File: src/rtl/fetch_decode_unit.sv
// Fetch/decode stage: PC register, combinational-read instruction memory and
// main control decode for the single-cycle MIPS datapath.
module fetch_decode_unit #(
  parameter int IMEM_WORDS = 64
) (
  input  logic        clk,
  input  logic        rst,
  input  logic [31:0] pc_next,
  input  logic        imem_we,
  input  logic [31:0] imem_waddr,
  input  logic [31:0] imem_wdata,
  output logic [31:0] pc,
  output logic [31:0] instruction,
  output logic        RegDst,
  output logic        Branch,
  output logic        MemtoReg,
  output logic        MemWrite,
  output logic        ALUSrc,
  output logic        RegWrite,
  output logic        Jump,
  output logic [6:0]  ALUOp,
  output logic [1:0]  MemRead
);

  localparam int AW = $clog2(IMEM_WORDS);

  localparam logic [6:0] ALU_ADD   = 7'd0;
  localparam logic [6:0] ALU_SUB   = 7'd1;
  localparam logic [6:0] ALU_FUNCT = 7'd2;
  localparam logic [6:0] ALU_AND   = 7'd3;
  localparam logic [6:0] ALU_OR    = 7'd4;
  localparam logic [6:0] ALU_SLT   = 7'd5;
  localparam logic [6:0] ALU_LUI   = 7'd6;

  localparam logic [5:0] OP_RTYPE = 6'b000000;
  localparam logic [5:0] OP_LW    = 6'b100011;
  localparam logic [5:0] OP_LH    = 6'b100001;
  localparam logic [5:0] OP_LB    = 6'b100000;
  localparam logic [5:0] OP_SW    = 6'b101011;
  localparam logic [5:0] OP_BEQ   = 6'b000100;
  localparam logic [5:0] OP_J     = 6'b000010;
  localparam logic [5:0] OP_ADDI  = 6'b001000;
  localparam logic [5:0] OP_ANDI  = 6'b001100;
  localparam logic [5:0] OP_ORI   = 6'b001101;
  localparam logic [5:0] OP_SLTI  = 6'b001010;
  localparam logic [5:0] OP_LUI   = 6'b001111;

  logic [31:0] pc_d, pc_q;
  logic [31:0] mem_q [IMEM_WORDS];

  logic [AW-1:0] rd_idx, wr_idx;
  logic          rd_in_range, wr_in_range;
  logic          unused_waddr_lo;
  logic [5:0]    opcode;

  always_comb begin
    pc_d = pc_next;
  end

  always_ff @(posedge clk or posedge rst) begin
    if (rst) pc_q <= '0;
    else     pc_q <= pc_d;
  end

  assign pc = pc_q;

  // Anything above the top word reads as 0 (nop) instead of aliasing low words.
  assign rd_idx      = pc_q[AW+1:2];
  assign rd_in_range = ((pc_q >> (AW + 2)) == 32'd0);
  assign wr_idx      = imem_waddr[AW+1:2];
  assign wr_in_range = ((imem_waddr >> (AW + 2)) == 32'd0);
  assign unused_waddr_lo = ^imem_waddr[1:0];

  // Memory is loaded independently of rst so a program can be staged in reset.
  always_ff @(posedge clk) begin
    if (imem_we && wr_in_range) mem_q[wr_idx] <= imem_wdata;
  end

  assign instruction = rd_in_range ? mem_q[rd_idx] : 32'd0;
  assign opcode      = instruction[31:26];

  always_comb begin
    RegDst   = 1'b0;
    Branch   = 1'b0;
    MemtoReg = 1'b0;
    MemWrite = 1'b0;
    ALUSrc   = 1'b0;
    RegWrite = 1'b0;
    Jump     = 1'b0;
    ALUOp    = ALU_ADD;
    MemRead  = 2'b00;
    unique case (opcode)
      OP_RTYPE: begin
        RegDst   = 1'b1;
        RegWrite = 1'b1;
        ALUOp    = ALU_FUNCT;
      end
      OP_LW, OP_LH, OP_LB: begin
        ALUSrc   = 1'b1;
        MemtoReg = 1'b1;
        RegWrite = 1'b1;
        ALUOp    = ALU_ADD;
        MemRead  = (opcode == OP_LW) ? 2'b11 :
                   (opcode == OP_LH) ? 2'b10 : 2'b01;
      end
      OP_SW: begin
        ALUSrc   = 1'b1;
        MemWrite = 1'b1;
        ALUOp    = ALU_ADD;
      end
      OP_BEQ: begin
        Branch = 1'b1;
        ALUOp  = ALU_SUB;
      end
      OP_J: Jump = 1'b1;
      OP_ADDI, OP_ANDI, OP_ORI, OP_SLTI, OP_LUI: begin
        ALUSrc   = 1'b1;
        RegWrite = 1'b1;
        ALUOp    = (opcode == OP_ANDI) ? ALU_AND :
                   (opcode == OP_ORI)  ? ALU_OR  :
                   (opcode == OP_SLTI) ? ALU_SLT :
                   (opcode == OP_LUI)  ? ALU_LUI : ALU_ADD;
      end
      default: ;
    endcase
  end

endmodule

File: config.mk
export PLATFORM = sky130hd
export DESIGN_NAME = fetch_decode_unit
export DESIGN_NICKNAME = d
export VERILOG_FILES = /design/src/rtl/fetch_decode_unit.sv
export SDC_FILE = /design/constraint.sdc
export NUM_CORES = 2
export LEC_CHECK = 0
export ABC_AREA = 1
export BUFFER_PORTS_ARGS = -buffer_cell sky130_fd_sc_hd__buf_2
export CAP_MARGIN = 20
export CORE_MARGIN = 1
export CORE_UTILIZATION = 40
export DETAILED_ROUTE_END_ITERATION = 8
export SLEW_MARGIN = 20
export SYNTH_ARGS = -nofsm -noshare
export SYNTH_HDL_FRONTEND = slang
export SYNTH_SLANG_ARGS = --single-unit
File: constraint.sdc
create_clock -name clk -period 2.3 [get_ports clk]
set_input_delay 0.23 -clock clk [delete_from_list [all_inputs] [get_ports clk]]
set_output_delay 0.23 -clock clk [all_outputs]
set_load 0.1 [all_outputs]
==> impl_results.md <==
- CTS root buf: clkbuf_16
- Final period utilization: 167.5%
- Starting Density: 40.40%
- RSZ-0062 raised after global routing: true
- Top cells by area, synth: edfxtp_1 (75%), o21ai_0 (5.2%), nor2_1 (4.4%), nand3_1 (3.4%), nand2_1 (3.1%)
- Crit path max-delay cell type: dfrtp_4
- WL final: about 270000 µm
- Mapped cell area: 81980 µm²
- Multi-input logic area: between 20000 and 25000 µm²
- HPWL Detailed: 152800 µm
- Num rows: 165
- Minimum clock period: 3.852 ns
- Synthesis-stage register bit count: 2080
- Final Setup Violations: 46
- Die width: between 400 and 500 µm
- Slew HR: around two fifths
- DRC violations left: 0
- Hold WS: 0.02198 ns
- Tot Pwr: 80.30 mW
- Status: complete, but fails checks
- Boundary pin count: 179
- Gr ovfl total: 0
- Maximum root-to-sink buffer count: 3
- CTS Sinks: around 2100
- Die Area: 206800 µm²
- Critical Path End Type: output port
- Synth warn: 0
- Initial antenna violation count: 5
- Final setup TNS: -62.66 ns
- Cell count after synthesis: 6221
- Crit path max-delay family: simple AND/OR/NAND/NOR gates
- Number of distinct library cells after synthesis: 43
- Finished Cell Area: 106600 µm²
- Crit path arrival time: roughly 3.6 ns
- GR Layer Usage met1: around 34%
- Met2 usage: 41.50%
- Final GP Congestion: 0.8390
- Pwr dens: 753.5 nW/µm²
- Register area share after synthesis: 76.00%
- HP Start: imem_wdata[9]
- Initial DRC count: 7050
- CP cell instances: buf_12 > clkinv_16 > buf_16 > buf_12 > buf_16 > nand2_1 > nand3_1 > nand3_1 > nand3_2 > nand3_4 > nand3_4 > nand3_4 > nor2_4 > nand3_4 > o211ai_1 > clkbuf_16
- DRT antenna net count: 0
- All-Layer GR Usage: around a quarter
- Worst path most repeated cell: nand3_4
- Layout cells sized above 1: roughly a quarter
- Largest net degree at the start of global routing: 65
- CTS tree: yes
- Core footprint: 202900 µm²
- Cts bufs inserted: 202
- Die Span Y: approximately 450 µm
- H-tree depth: 4
- Grt peak-use layer: met2
- Port-buffer cells: 172
- WP data required: about 2.1 ns
- Path type of the worst min-delay path: in -> reg
- Post-synth top cells: edfxtp_1 (2048), nor2_1 (971), o21ai_0 (857)
- Final #Nets: just over 7000
- Count leader, synth: edfxtp_1
- Synth top area share: about three quarters
- Slew Viols, Final: 0
- Crit path largest cell delay: 0.52 ns
- CP startpoint kind: flip-flop
- Hold Fails Final Rpt: 0
- Final worst setup slack: -1.552 ns
- M3 GR Usage: 3.911%
- Post-synth EDFFs: 2048
- Pre-CTS setup slack: -1.033 ns
- Number of global-route vias before repair: 55090
- Register Area: 62350 µm²
- FFs w/ async S/R, synth: 1.538%
- Post-synth top area cell: edfxtp_1
- Crit path kind: reg -> out
- Synthesized area per cell: 13.18 µm²
- VDD IR max: 815.0 µV
- Most used DFF post-synth: edfxtp_1
- Failing checks: negative setup slack
- Area grow syn2layout: 29.99%
- Filler cell count: 16240
- Vias per cell: 5.851
- CP Buf/Inv Count: 6
- First-pass GRT wire length: 384600 µm
- Worst Max-Slew Pin Slew: 0.9235 ns
- Worst setup startpoint: pc[2]$_DFF_PP0_
- Leakage power: 35.97 nW
- Critical path fanouts, max: 12
- Routed wire per std cell: 27.47 µm
- Vias: 57940
- First-pass DRT Iterations: 5
- Clk pin slew, worst setup/hold paths: ~0.060 ns
- FMAX: 259.6 MHz
- Max Cap Violations: 0
- DP Area: 93140 µm²
-- path summary, 6_finish.rpt --
check,to,slack (ns),depth (start not counted)
min in group asynchronous,pc[2]$_DFF_PP0_,0.03,4
max,ALUOp[1],-1.55,16
max in group asynchronous,pc[4]$_DFF_PP0_,1.88,4
min,mem_q[11][9]$_DFFE_PP_,0.02,2
-- routing by layer --
metal  up-vias  wire length (µm)
met2      3289            129000
met4         2             13330
met1     29120            104700
met5         -                13
li1      24930                 -
met3       600             24960
-- sequential cells by signal (all words and copies together) (netlist names) --
signal	flops
pc	32
mem_q	2048
-- power by group --
part | total, mW | switching (mW) | internal [mW]
logic | 6.88 | 4.24 | 2.63
registers | 41.7 | 0.0327 | 41.6
clock network | 31.8 | 14.5 | 17.3
total | 80.3 | 18.8 | 61.5
-- kinds of logic after synthesis --
logic type | Yosys count | synth area share [%]
and+or+nand+nor | 2239 | 11.21
other | 1 | 0.004574
AOI/OAI and AO/OA | 1422 | 9.790
buffers and inverters | 479 | 3.001
DFF | 2080 | 76.00
-- per-stage QoR --
stage	util (%)	std cells
2_1_floorplan	-	6224
3_3_place_gp	45.90	9238
3_5_place_dp	45.90	9238
4_1_cts	51.59	9836
5_1_grt	52.51	9903
6_report	52.51	9903
-- placed cells by master, fill, tap and decap left out, types with 19 or more instances in the layout --
cell type / synthesis / layout
nor2_4: 0 / 92
buf_2: 144 / 122
nand3_4: 0 / 42
o21ai_1: 49 / 112
nand3_1: 564 / 403
buf_6: 34 / 64
edfxtp_1: 2048 / 2048
clkbuf_1: 186 / 45
buf_8: 2 / 22
dfrtp_2: 0 / 25
nor2_1: 971 / 871
bufbuf_16: 0 / 22
o221ai_1: 86 / 75
clkbuf_16: 0 / 222
o21ai_2: 0 / 19
buf_4: 52 / 393
nand2_2: 2 / 26
clkinv_2: 0 / 30
o21ai_0: 857 / 775
nand2_1: 677 / 637
buf_12: 0 / 281
buf_16: 0 / 73
o22ai_1: 351 / 336
clkinv_1: 1 / 57
dlygate4sd3_1: 0 / 88
nand3_2: 3 / 122
-- layout make-up --
class,count,share of cell area (%)
multi-input cells,3665,18.78
clock inverters,118,0.9205
flip-flops and latches,2080,58.51
clock buffers,248,4.926
repair buffers,1084,13.44
well taps,2672,3.137
repair inverters,5,0.09276
inverters,28,0.1902
diodes,3,0.007045
-- repair_timing --
item | in CTS | in global routing
gates cloned | 64 | 18
hold buffers | 88 | 0
endpoints found under the setup margin | 49 | 47
buffers inserted | 85 | 57
pin swaps | 141 | 156
gates resized for setup | 431 | 294
hold endpoints to repair | 968 | 0
No activity file was read; power rests on OpenSTA's default activity.
